## src/rtl/credit_tx.sv

```systemverilog
// Credit-based stream transmitter: two-entry skid buffer feeding a registered,
// ready-less link that may only send while a remote-FIFO credit is held.
module credit_tx #(
    parameter int unsigned WIDTH   = 64,
    parameter int unsigned CREDITS = 4,
    parameter int unsigned CBITS   = 3
) (
    input  logic             clk,
    input  logic             rst_n,
    input  logic [WIDTH-1:0] a_data,
    input  logic             a_valid,
    output logic             a_ready,
    output logic [WIDTH-1:0] tx_data,
    output logic             tx_valid,
    input  logic             cr_return,
    output logic [CBITS-1:0] credits,
    output logic             idle,
    output logic             err
);

    localparam logic [CBITS-1:0] CR_INIT = CBITS'(CREDITS);
    localparam logic [CBITS:0]   CR_MAX  = (CBITS+1)'(CREDITS);

    logic [WIDTH-1:0] mem [2];
    logic             wr_ptr;
    logic             rd_ptr;
    logic [1:0]       level;
    logic [CBITS-1:0] cr_q;
    logic             err_q;
    logic             tx_valid_q;
    logic [WIDTH-1:0] tx_data_q;

    logic             send;
    logic             acc;
    logic [CBITS:0]   cr_sum;

    // A credit returned this cycle only becomes spendable after the edge,
    // so send looks at the registered count alone.
    always_comb begin
        send    = (level != 2'd0) && (cr_q != '0);
        a_ready = (level < 2'd2) || send;
        acc     = a_valid && a_ready;
        cr_sum  = {1'b0, cr_q} - (CBITS+1)'(send) + (CBITS+1)'(cr_return);
    end

    // Storage carries no reset; stale contents are unreachable once level is 0.
    always_ff @(posedge clk) begin
        if (acc) begin
            mem[wr_ptr] <= a_data;
        end
    end

    always_ff @(posedge clk or negedge rst_n) begin
        if (!rst_n) begin
            wr_ptr     <= 1'b0;
            rd_ptr     <= 1'b0;
            level      <= 2'd0;
            cr_q       <= CR_INIT;
            err_q      <= 1'b0;
            tx_valid_q <= 1'b0;
            tx_data_q  <= '0;
        end else begin
            if (acc) begin
                wr_ptr <= ~wr_ptr;
            end
            if (send) begin
                rd_ptr    <= ~rd_ptr;
                tx_data_q <= mem[rd_ptr];
            end
            tx_valid_q <= send;

            case ({acc, send})
                2'b10:   level <= level + 2'd1;
                2'b01:   level <= level - 2'd1;
                default: level <= level;
            endcase

            if (cr_sum > CR_MAX) begin
                cr_q  <= CR_INIT;
                err_q <= 1'b1;
            end else begin
                cr_q <= cr_sum[CBITS-1:0];
            end
        end
    end

    assign tx_data  = tx_data_q;
    assign tx_valid = tx_valid_q;
    assign credits  = cr_q;
    assign err      = err_q;
    assign idle     = (level == 2'd0) && !tx_valid_q && (cr_q == CR_INIT);

endmodule

```

## config.mk

```make
export PLATFORM = sky130hd
export DESIGN_NAME = credit_tx
export DESIGN_NICKNAME = d
export VERILOG_FILES = /design/src/rtl/credit_tx.sv
export SDC_FILE = /design/constraint.sdc
export NUM_CORES = 1
export LEC_CHECK = 0
export CAP_MARGIN = 20
export CORE_UTILIZATION = 35
export DETAILED_ROUTE_END_ITERATION = 16
export GPL_ROUTABILITY_DRIVEN = 0
export PLACE_DENSITY = 0.65
export SKIP_CTS_REPAIR_TIMING = 1
export SKIP_LAST_GASP = 1
export SYNTH_ARGS = -nofsm -noshare
export SYNTH_HDL_FRONTEND = slang
export SYNTH_SLANG_ARGS = --single-unit
```

## constraint.sdc

```tcl
create_clock -name clk -period 6.2 [get_ports clk]
set_input_delay 0.93 -clock clk [delete_from_list [all_inputs] [get_ports clk]]
set_output_delay 0.93 -clock clk [all_outputs]
set_load 0.05 [all_outputs]
```

* Yosys cells after proc, flatten, opt, wreduce, memory -nomap -nowiden
Memories as Yosys holds them, arrays and structs flattened. A register that Yosys moved wholly into a read port is not among the register bits. Cells that the tools add are included.
Storage, ports and cells: memory bits (read-only) 0, word-level logic and storage cells 33, memory bits (writable) 128, input port bits 68, bits in latches 0, output and inout port bits 71, memories kept 1, flip-flop bits (word level) 9
Memories:
- mem | depth 2, bits a word 64, read ports 1, clocked after memory_dff 1, write ports 1, line 24 | logic [WIDTH-1:0] mem [2];
Cells by class: bitwise gates (word level) 2, $add $sub $neg 4, order comparisons 2, equal/unequal tests 3, mux-type cells 4, reduce and logical (&&, ||, !) cells 11, div/mod/pow operators 0, multipliers 0, shifts and indexed selects 0
Operators with widths (number):
- $add 4x1->4 | 1
- $gt 4x3->1 const B | 1
- $logic_and 1x1->1 | 4
- $pmux 2 s2 | 1
- $reduce_bool 2->1 | 2
- $sub 3x1->4 | 1
- $eq 3x3->1 const B | 1
- $mux 3 | 1
- $reduce_bool 3->1 | 1
- $add 2x1->2 const B | 1
- $eq 2x1->1 const B | 1
- $eq 2x2->1 const B | 1
- $logic_not 1->1 | 2
- $logic_not 2->1 | 1
- $lt 2x2->1 const B | 1
- $mux 1 | 2
- $not 1->1 | 2
- $sub 2x1->2 const B | 1
- $logic_or 1x1->1 | 1

* Longest topological paths before layout
Gate-level depths: netlist (run 1).
word-level depth 6, mapped depth 11, gate-level depth less buffers 9

* Worst setup path before layout (run 1)
OpenSTA, ideal clock, no wires.
kind register to register, from register cr_q[1] (netlist: credits[1]), to memory mem[0][0], enable pin, setup slack 1.883 ns, library setup time 0.486 ns, stages on the path, launching flop included 4, period minus slack after synthesis 4.317 ns, arrival time 3.830 ns, buffers on the path 0, data required time 5.714 ns, path through dfrtp_1 -> or4b_4 -> nand2_4 -> nor2_1
Between the ends: longest elaborated chain between the ends 6
Ends and longest elaborated chain:
- start: declaration | line 28 | logic [CBITS-1:0] cr_q;
- start signal: assignment | line 82 | cr_q <= cr_sum[CBITS-1:0];
- $reduce_bool 3->1 | line 40 | send = (level != 2'd0) && (cr_q != '0);
- $logic_and 1x1->1 | line 40
- $logic_or 1x1->1 | line 41 | a_ready = (level < 2'd2) || send;
- named net a_ready | line 12 | output logic a_ready,
- $logic_and 1x1->1 | line 42 | acc = a_valid && a_ready;
- $mux 1 | line 48 | if (acc) begin
- $mux 1 (not written as such) | line 49 | mem[wr_ptr] <= a_data;
- end: declaration | line 24
The timed path passes the listed nets, and every way through them passes these cells.

* Worst setup path after layout (run 1)
from register level[1], to output port idle
Between the ends: longest elaborated chain between the ends 3
Ends and longest elaborated chain:
- start: declaration | line 27 | logic [1:0] level;
- start signal: assignment | line 73 | 2'b10: level <= level + 2'd1;
- start signal: assignment | line 74 | 2'b01: level <= level - 2'd1;
- start signal: assignment | line 75 | default: level <= level;
- $logic_not 2->1 | line 91 | assign idle = (level == 2'd0) && !tx_valid_q && (cr_q == CR_INIT);
- $logic_and 1x1->1 (2 in series) | line 91
- end: declaration | line 17 | output logic idle,
No other way between the ends.

==> results_dict.tcl, run 1 <==
set metrics [dict create \
    route.antenna.remaining_nets 0 \
    synth-seq-cells 201 \
    synth.largest_area_cell "edfxtp_1" \
    ys_seq_area_share_pct 77.65 \
    power.share.clock_pct 22.1 \
    fillCellCount 1737 \
    rr_endpoint "err" \
    period_share_pct 55.49 \
    ir_worst_vdd_v 0.0002917 \
    hold_start "tx_data[38]" \
    power.density_nw_per_um2 595.3 \
    start_kind "register" \
    p_int_w 0.003510 \
    crit_type "reg -> out" \
    syn_area_per_cell_um2 16.16 \
    core_area_um2 20360 \
    die_area_um2 21450 \
    required_ps 5270 \
    grt_max_degree 74 \
    grt_pass1_wl_um 21800 \
    num-nets-final 671 \
    fin_skew_ps 6.342 \
    cp_cell_sequence "or4_1, nor3_1, clkdlybuf4s50_1" \
    power_frac_comb_pct 40.4 \
    drive_above_1_share_pct 7.843 \
    grt_use_met1_pct 15.03 \
    start_util_pct 35.87 \
    grt-ovfl-total 0 \
    tritoncts "done" \
    p_sw_share_pct 39.15 \
    syn_nets 526 \
    clockBufferDepth 3 \
    period_needed_ps 3440 \
    grt.met3_usage_pct 2.906 \
    clkLatencyLatePin_ps 480 \
    slowest_delay_ps 840 \
    post-place-cells 842 \
    holdPathStages 2 \
    fmax_mhz 290.7 \
    io_buffer_count 138 \
    via_per_inst 4.495 \
    critPathTopFamily "buffers and inverters" \
    ios 139 \
    final_max_slew_viol_count 0 \
    critPathBufInv 1 \
    antenna_found_initial 1 \
    met2_usage_pct 23.02 \
    cts.sinks 201 \
    chipHeight_um 146.5 \
    worst_hold_path.endpoint "tx_data[38]" \
    hold_violations 0 \
    r2r_slack_ps 3450 \
    crit_slowest_cell "clkdlybuf4s50_1" \
    reg2reg_from "credits[1]" \
    timing.reg2reg.worst_path_depth 9 \
    rsz0062_at_grt "false" \
    net-switching-power_w 0.002258 \
    busiest_layer "met2" \
    max_slew_margin_pct 33.91 \
    numCtsBuffers 22 \
    setup_viol 0 \
    p_seq_share_pct 37.4 \
    drt_iter0_drc 145 \
    status "finished, final reports clean" \
    cp.arrival_ps 2510 \
    ctsHtreeMaxLevel 1 \
    drc_errors 0 \
    yosys_warnings 0 \
    endpoint_kind "output pin" \
    synth_top_area_share_pct 52.62 \
    wl_um 13400 \
    hp-class "reg -> reg" \
    drtPass1Iterations 4 \
    setup_tns_ps 0 \
    via_count 3969 \
    cts_root_buf "clkbuf_16" \
    syn_to_final_growth_pct 32.63 \
    dp_hpwl_um 8503 \
    p_leak_nw 3.702 \
    worst_slew_pin_slew_ps 991.3 \
    maxCapViolations 0 \
    synth_cells 452 \
    chipWidth_um 146.5 \
    grtUsageTotal_pct 12.77 \
    first_global_vias 4252 \
    ys_top_cells_by_area "edfxtp_1 53%, dfrtp_1 25%, mux2i_1 8.8%" \
    wl_per_cell_um 15.17 \
    netlist_area_um2 7305 \
    synth_cell_type_count 27 \
    cp_max_fo 4 \
    stdcell_count 883 \
    clkTransAtPathRegs_ps 60 \
    rows 52 \
]
==> synthesized netlist by cell type <==
| cell | count |
|---|---|
| buf_2 | 9 |
| or4_1 | 2 |
| mux2i_1 | 64 |
| dfstp_2 | 1 |
| o32ai_4 | 1 |
| or4b_4 | 1 |
| nand3_1 | 1 |
| and3_4 | 1 |
| edfxtp_1 | 128 |
| nor2_1 | 4 |
| buf_4 | 8 |
| or3b_2 | 1 |
| o21ai_0 | 45 |
| buf_6 | 1 |
| nand2_4 | 1 |
| xor2_1 | 1 |
| nand2_1 | 66 |
| fa_1 | 1 |
| xnor2_1 | 5 |
| clkbuf_1 | 3 |
| a21oi_1 | 2 |
| o21ai_1 | 19 |
| ha_1 | 5 |
| and3_1 | 1 |
| nor3_1 | 3 |
| inv_1 | 6 |
| dfrtp_1 | 72 |
==> cell type report <==
| cell class | count | area [um^2] | area share [%] |
|---|---|---|---|
| Sequential cell | 201 | 5675 | 58.58 |
| Timing Repair Buffer | 142 | 1421 | 14.67 |
| Inverter | 6 | 22.52 | 0.2325 |
| Multi-Input combinational cell | 224 | 1495 | 15.43 |
| Tap cell | 270 | 337.8 | 3.487 |
| Antenna cell | 1 | 2.502 | 0.02583 |
| Clock buffer | 28 | 624.3 | 6.445 |
| Clock inverter | 11 | 108.9 | 1.124 |
==> worst max path at each step <==
stage / cells past startpoint / slack (ps) / to / startpoint
global placement: 4 / 3010 / mem[0][48] / a_valid
CTS: 3 / 2730 / idle / level[1]
detailed placement: 4 / 2960 / mem[0][34] / a_valid
floorplan: 3 / 1880 / mem[0][0] / credits[1]
finish: 3 / 2760 / idle / level[1]
global route: 3 / 2670 / idle / level[0]
==> layout by cell type, fill, tap and decap left out, types with 3 or more instances in the layout <==
cell type,synthesis,routed
nor2_1,4,3
o21ai_1,19,19
buf_4,8,4
ha_1,5,5
clkinv_2,0,4
clkbuf_16,0,23
xnor2_1,5,5
clkbuf_8,0,3
clkinv_1,0,3
mux2i_1,64,64
inv_1,6,6
o21ai_0,45,45
edfxtp_1,128,128
dfrtp_1,72,71
clkdlybuf4s50_1,0,137
nand2_1,66,66
nor3_1,3,3
==> cell families after synthesis <==
family,share of synthesized area [%]
XOR/XNOR,0.7194
adder cells (fa/ha/maj),1.131
flip-flops,77.65
AND/OR/NAND/NOR,4.779
multiplexers,8.770
buffers and inverters,2.055
AO/OA/AOI/OAI,4.899
==> sequential cells by signal, indices dropped and copies added (netlist names) <==
| register | count |
|---|---|
| rd_ptr | 1 |
| wr_ptr | 1 |
| mem | 128 |
| tx_data | 64 |
| level | 2 |
| tx_valid | 1 |
| credits | 3 |
| err | 1 |
==> worst register-to-register path, stage by stage (launching register included) <==
cell and delay (ps):
dfrtp_1 470, o32ai_4 300, inv_1 120, ha_1 290, inv_1 40, ha_1 200, fa_1 380, xnor2_1 340
nor2_1 90, or4_1 390
==> routing by layer <==
layer	share of wire [%]	routed length, um	vias to the layer above
met5	0	0	-
met4	1.8	245	0
met3	5.5	736	21
met2	51	6877	102
met1	41	5539	1913
li1	-	-	1933
==> metrics by stage <==
stage	setup WS (ps)	hold slack [ps]	area (um^2)	utilization, %	total power, W
after floorplan	1883	459.0	7305	-	0.003815
after global placement	3013	462.4	8932	43.86	0.004476
after detailed placement	2965	465.2	8932	43.86	0.004550
after CTS	2731	483.3	9666	47.46	0.005852
after global routing	2672	499.5	9686	47.56	0.006096
final	2760	477.4	9688	47.57	0.005767
==> power groups by stage <==
stage | Combinational, W | Sequential (W) | Clock (W)
after global routing | 0.00251 | 0.00221 | 0.00137
after detailed placement | 0.00230 | 0.00225 | 0
after global placement | 0.00225 | 0.00223 | 0
after CTS | 0.00231 | 0.00222 | 0.00132
after floorplan | 0.000937 | 0.00288 | 0
final | 0.00233 | 0.00216 | 0.00128
(Power assumes the default switching activity.)
==> run 2, diff against run 1 <==
--- a/config.mk
+++ b/config.mk
@@ -9,7 +9,7 @@
 export CORE_UTILIZATION = 35
 export DETAILED_ROUTE_END_ITERATION = 16
 export GPL_ROUTABILITY_DRIVEN = 0
-export PLACE_DENSITY = 0.65
+export PLACE_DENSITY = 0.67
 export SKIP_CTS_REPAIR_TIMING = 1
 export SKIP_LAST_GASP = 1
 export SYNTH_ARGS = -nofsm -noshare
==> constraint.sdc (replaced) <==
create_clock -name clk -period 2.9 [get_ports clk]
set_input_delay 0.435 -clock clk [delete_from_list [all_inputs] [get_ports clk]]
set_output_delay 0.435 -clock clk [all_outputs]
set_load 0.05 [all_outputs]
==> run 2 against run 1 <==
Count of clock-buffer cells in the layout fell by 2. Global-route usage rose by 1.4 points. Critical path type unchanged. Worst hold slack improved by 3.2 ps. Sequential power rose by 110%. Sequential share of layout area fell by 0.12 points. Wire length rose by 9.1%. Critical endpoint is now a_ready. Register-to-register slack got worse by 3200 ps. Worst setup slack got worse by 2600 ps. Flip-flop and latch count did not move.
==> results_dict.tcl, run 2 (synthesis results as in run 1) <==
set metrics [dict create \
    met2_usage_pct 25.71 \
    final_cell_mix "136 x clkdlybuf4s50_1, 128 x edfxtp_1, 69 x dfrtp_1, 66 x nand2_1, 64 x mux2i_1" \
    cts.sinks 201 \
    max_slew_margin_pct 56.49 \
    drc_errors 0 \
    start_util_pct 35.87 \
    power.density_nw_per_um2 1270 \
    cp_max_fo 5 \
    io_buffer_count 138 \
    first_global_vias 4518 \
    postPlaceCellArea_um2 9017 \
    ir_worst_vdd_v 0.0005918 \
    fin_skew_ps 8.648 \
    drive_above_1_share_pct 8.738 \
    grt_max_degree 70 \
    period_share_pct 93.31 \
    numCtsBuffers 22 \
    start_kind "register" \
    rows 52 \
    core_area_um2 20360 \
    chipHeight_um 146.5 \
    place_ws_ps 258.3 \
    power.total_w 0.01233 \
    num-nets-final 676 \
    crit_type "reg -> out" \
    num_antenna_cells 0 \
    endpoint_kind "output pin" \
    busiest_layer "met2" \
    final_common_cell "clkdlybuf4s50_1" \
    maxCapViolations 0 \
    grt_use_met1_pct 16.93 \
    wl_um 14620 \
    cts_root_buf "clkbuf_16" \
    required_ps 2470 \
    drtPass1Iterations 4 \
    cp.arrival_ps 2270 \
    design_area_um2 9712 \
    stdcell_count 888 \
    grt_pass1_wl_um 24000 \
    grt.met3_usage_pct 2.625 \
    die_area_um2 21450 \
    ctsHtreeMaxLevel 1 \
    syn_to_final_growth_pct 32.96 \
    wl_per_cell_um 16.46 \
    ios 139 \
    fillCellCount 1757 \
    setup_ws_ps 194.1 \
    via_count 4092 \
    final_max_slew_viol_count 0 \
    multi_input_area_um2 1503 \
    largest_reg_flops 128 \
    worst_slew_pin_slew_ps 652.6 \
    via_per_inst 4.608 \
    regArea_um2 5678 \
    route.antenna.remaining_nets 0 \
    drt_iter0_drc 130 \
    clkLatencyLatePin_ps 490 \
    rsz0062_at_grt "false" \
    grt-ovfl-total 0 \
    clkTransAtPathRegs_ps 60 \
    chipWidth_um 146.5 \
    fmax_mhz 369.6 \
    p_leak_nw 3.725 \
    grtUsageTotal_pct 14.21 \
    regMostFlops "mem" \
    antenna_found_initial 0 \
    period_needed_ps 2706 \
    tritoncts "done" \
    dp_hpwl_um 9263 \
    clockBufferDepth 3 \
    hold_violations 0 \
    setup_viol 0 \
    hp-class "reg -> reg" \
    post-place-cells 847 \
    status "finished, final reports clean" \
]
-- run 2: cell count changes in the layout (fill, tap and decap cells not counted), moves of 2 or more --
cell,delta
buf_4,+2
dfrtp_1,-2
buf_12,+2
clkinvlp_4,+2
dfrtp_2,+2
clkbuf_8,-3
clkinv_2,+3
-- run 2: worst max-delay path, cell delays in order (launching register included) --
cell,delay (ps)
dfrtp_2,450
or4b_4,600
clkdlybuf4s50_1,730
-- run 2: power by group --
group / internal (W) / total (W) / switching, W
clock network: 0.00153 / 0.00261 / 0.00107
logic: 0.00176 / 0.00510 / 0.00334
registers: 0.00409 / 0.00463 / 0.000538
total: 0.00738 / 0.0123 / 0.00495
-- run 2: area by class of cell --
cell class | instances | share of cell area (%)
clock buffers | 26 | 6.042
clock inverters | 14 | 0.9791
inverters | 6 | 0.2319
multi-input cells | 224 | 15.47
flip-flops and latches | 201 | 58.46
well taps | 270 | 3.478
repair buffers | 147 | 15.33
-- run 2: metrics by stage --
stage	TNS [ps]	hold WS [ps]	utilization, %
CTS	-34.65	-44.85	47.63
detailed placement	0	461.3	44.28
floorplan	0	139.4	-
finish	0	480.6	47.69
global placement	0	458.9	44.28
global route	0	490.9	47.69
-- run 2: path summary, 6_finish.rpt --
path,start,endpoint,slack (ps),cells after the start
min in group asynchronous,rst_n,tx_data[0],490,2
setup / recovery,credits[0],a_ready,190,2
max in group asynchronous,rst_n,tx_data[57],1800,3
setup reg to reg,credits[0],err,240,9
hold / removal,tx_data[36],tx_data[36],480,2
hold reg to reg,tx_data[36],tx_data[36],480,2
-- run 2: routing by layer --
| layer | vias up | wire, um |
|---|---|---|
| met4 | 0 | 325 |
| met3 | 28 | 663 |
| met5 | - | 0 |
| met2 | 100 | 7604 |
| li1 | 1931 | - |
| met1 | 2033 | 6026 |
==> run 3, diff against run 2 <==
--- a/config.mk
+++ b/config.mk
@@ -5,11 +5,15 @@
 export SDC_FILE = /design/constraint.sdc
 export NUM_CORES = 1
 export LEC_CHECK = 0
+export ABC_CLOCK_PERIOD_IN_PS = 2900
 export CAP_MARGIN = 20
+export CELL_PAD_IN_SITES_DETAIL_PLACEMENT = 0
+export CELL_PAD_IN_SITES_GLOBAL_PLACEMENT = 1
 export CORE_UTILIZATION = 35
 export DETAILED_ROUTE_END_ITERATION = 16
 export GPL_ROUTABILITY_DRIVEN = 0
-export PLACE_DENSITY = 0.67
+export PLACE_DENSITY = 0.76
+export RECOVER_POWER = 100
 export SKIP_CTS_REPAIR_TIMING = 1
 export SKIP_LAST_GASP = 1
 export SYNTH_ARGS = -nofsm -noshare
==> run 3 against run 2 <==
Register-to-register slack got worse by 40 ps. Fmax decreased by 0.36%. Die area unchanged. Via count decreased by 0.93%. Worst hold slack got worse by 170 ps. Final area decreased by 0.82%. Critical path type unchanged. Flip-flop and latch count unchanged. Critical path depth unchanged. Critical endpoint unchanged. Sequential share of layout area increased by 0.45 points. Clock power about the same. Sequential power about the same. Non-clock buffer count increased by 1.
==> results_dict.tcl, run 3 (synthesis results as in run 1) <==
set metrics [dict create \
    grt_max_degree 71 \
    drive_above_1_share_pct 7.593 \
    met2_usage_pct 24.00 \
    wl_um 13890 \
    grt_pass1_wl_um 22760 \
    grt-ovfl-total 0 \
    cp.arrival_ps 2280 \
    status "finished, final reports clean" \
    power.density_nw_per_um2 1241 \
    grt.met3_usage_pct 3.031 \
    fillCellCount 1818 \
    start_util_pct 35.87 \
    antenna_found_initial 1 \
    ios 139 \
    io_buffer_count 138 \
    num-nets-final 677 \
    hold_violations 0 \
    final_cell_mix "134 x dlygate4sd3_1, 128 x edfxtp_1, 70 x dfrtp_1, 67 x nand2_1, 64 x mux2i_1" \
    period_share_pct 93.65 \
    final_common_cell "dlygate4sd3_1" \
    chipHeight_um 146.5 \
    chipWidth_um 146.5 \
    tritoncts "done" \
    first_global_vias 4302 \
    ctsHtreeMaxLevel 1 \
    worst_slew_pin_slew_ps 1491 \
    rows 52 \
    slowest_delay_ps 780 \
    critPathBufInv 1 \
    cp_cell_sequence "or4b_4, dlygate4sd3_1" \
    p_leak_nw 3.753 \
    postPlaceCellArea_um2 9020 \
    clkLatencyLatePin_ps 490 \
    place_ws_ps 302.5 \
    via_per_inst 4.560 \
    setup_tns_ps 0 \
    die_area_um2 21450 \
    crit_slowest_cell "dlygate4sd3_1" \
    design_area_um2 9632 \
    drtPass1Iterations 4 \
    crit_type "reg -> out" \
    grt_use_met1_pct 16.17 \
    cp_max_fo 6 \
    rsz0062_at_grt "false" \
    required_ps 2470 \
    max_slew_margin_pct 0.6227 \
    via_count 4054 \
    fin_skew_ps 10.56 \
    maxCapViolations 0 \
    critPathTopFamily "buffers and inverters" \
    numCtsBuffers 22 \
    hp-class "in -> async" \
    setup_viol 0 \
    num_antenna_cells 0 \
    largest_reg_flops 128 \
    final_max_slew_viol_count 0 \
    core_area_um2 20360 \
    regMostFlops "mem" \
    cts.sinks 201 \
    wl_per_cell_um 15.63 \
    setup_ws_ps 184.2 \
    clockBufferDepth 3 \
    clkTransAtPathRegs_ps 60 \
    dp_hpwl_um 8890 \
    busiest_layer "met2" \
    fmax_mhz 368.2 \
    post-place-cells 849 \
    stdcell_count 889 \
    syn_to_final_growth_pct 31.86 \
    period_needed_ps 2716 \
    start_kind "register" \
    route.antenna.remaining_nets 0 \
    cts_root_buf "clkbuf_16" \
    regArea_um2 5674 \
    grtUsageTotal_pct 13.44 \
    multi_input_area_um2 1483 \
    drc_errors 0 \
    ir_worst_vdd_v 0.0005897 \
    drt_iter0_drc 172 \
    endpoint_kind "output pin" \
]
[run 3: area by class of cell]
cell class / count / area share (%)
clock buffer: 32 / 6.742
clock inverter: 8 / 0.4157
inverter: 6 / 0.2338
multi-input combinational: 224 / 15.39
sequential: 201 / 58.91
tap: 270 / 3.507
timing repair buffer: 148 / 14.80
[run 3: per-layer routing]
layer  wire length, um  vias up
met5                13        -
met4               219        2
met3               786       24
met2              7169      111
met1              5703     1960
li1                  -     1957
[run 3: final timing paths]
| kind | start | endpoint | slack, ps | cells after the start |
|---|---|---|---|---|
| hold reg to reg | tx_data[1] | tx_data[1] | 470 | 2 |
| max in group asynchronous | rst_n | tx_data[12] | 1300 | 2 |
| min in group clk | tx_data[1] | tx_data[1] | 470 | 2 |
| hold / removal | rst_n | tx_data[1] | 310 | 1 |
| setup / recovery | credits[1] | a_ready | 180 | 2 |
| setup reg to reg | credits[1] | err | 200 | 9 |
[run 3: through the flow]
step | power (W) | util (%) | hold WS, ps
after global routing | 0.01267 | 47.30 | 436.4
after CTS | 0.01247 | 47.68 | 52.13
after global placement | 0.009657 | 44.29 | 460.4
after detailed placement | 0.009808 | 44.29 | 464.5
after floorplan | 0.008165 | - | 139.4
final | 0.01195 | 47.30 | 311.1
[run 3: report_power, final]
group          internal, W  leakage (nW)  total [W]  switching [W]
sequential         0.00410          2.07    0.00461       0.000510
combinational      0.00150          1.34    0.00474        0.00324
clock              0.00155         0.343    0.00260        0.00105
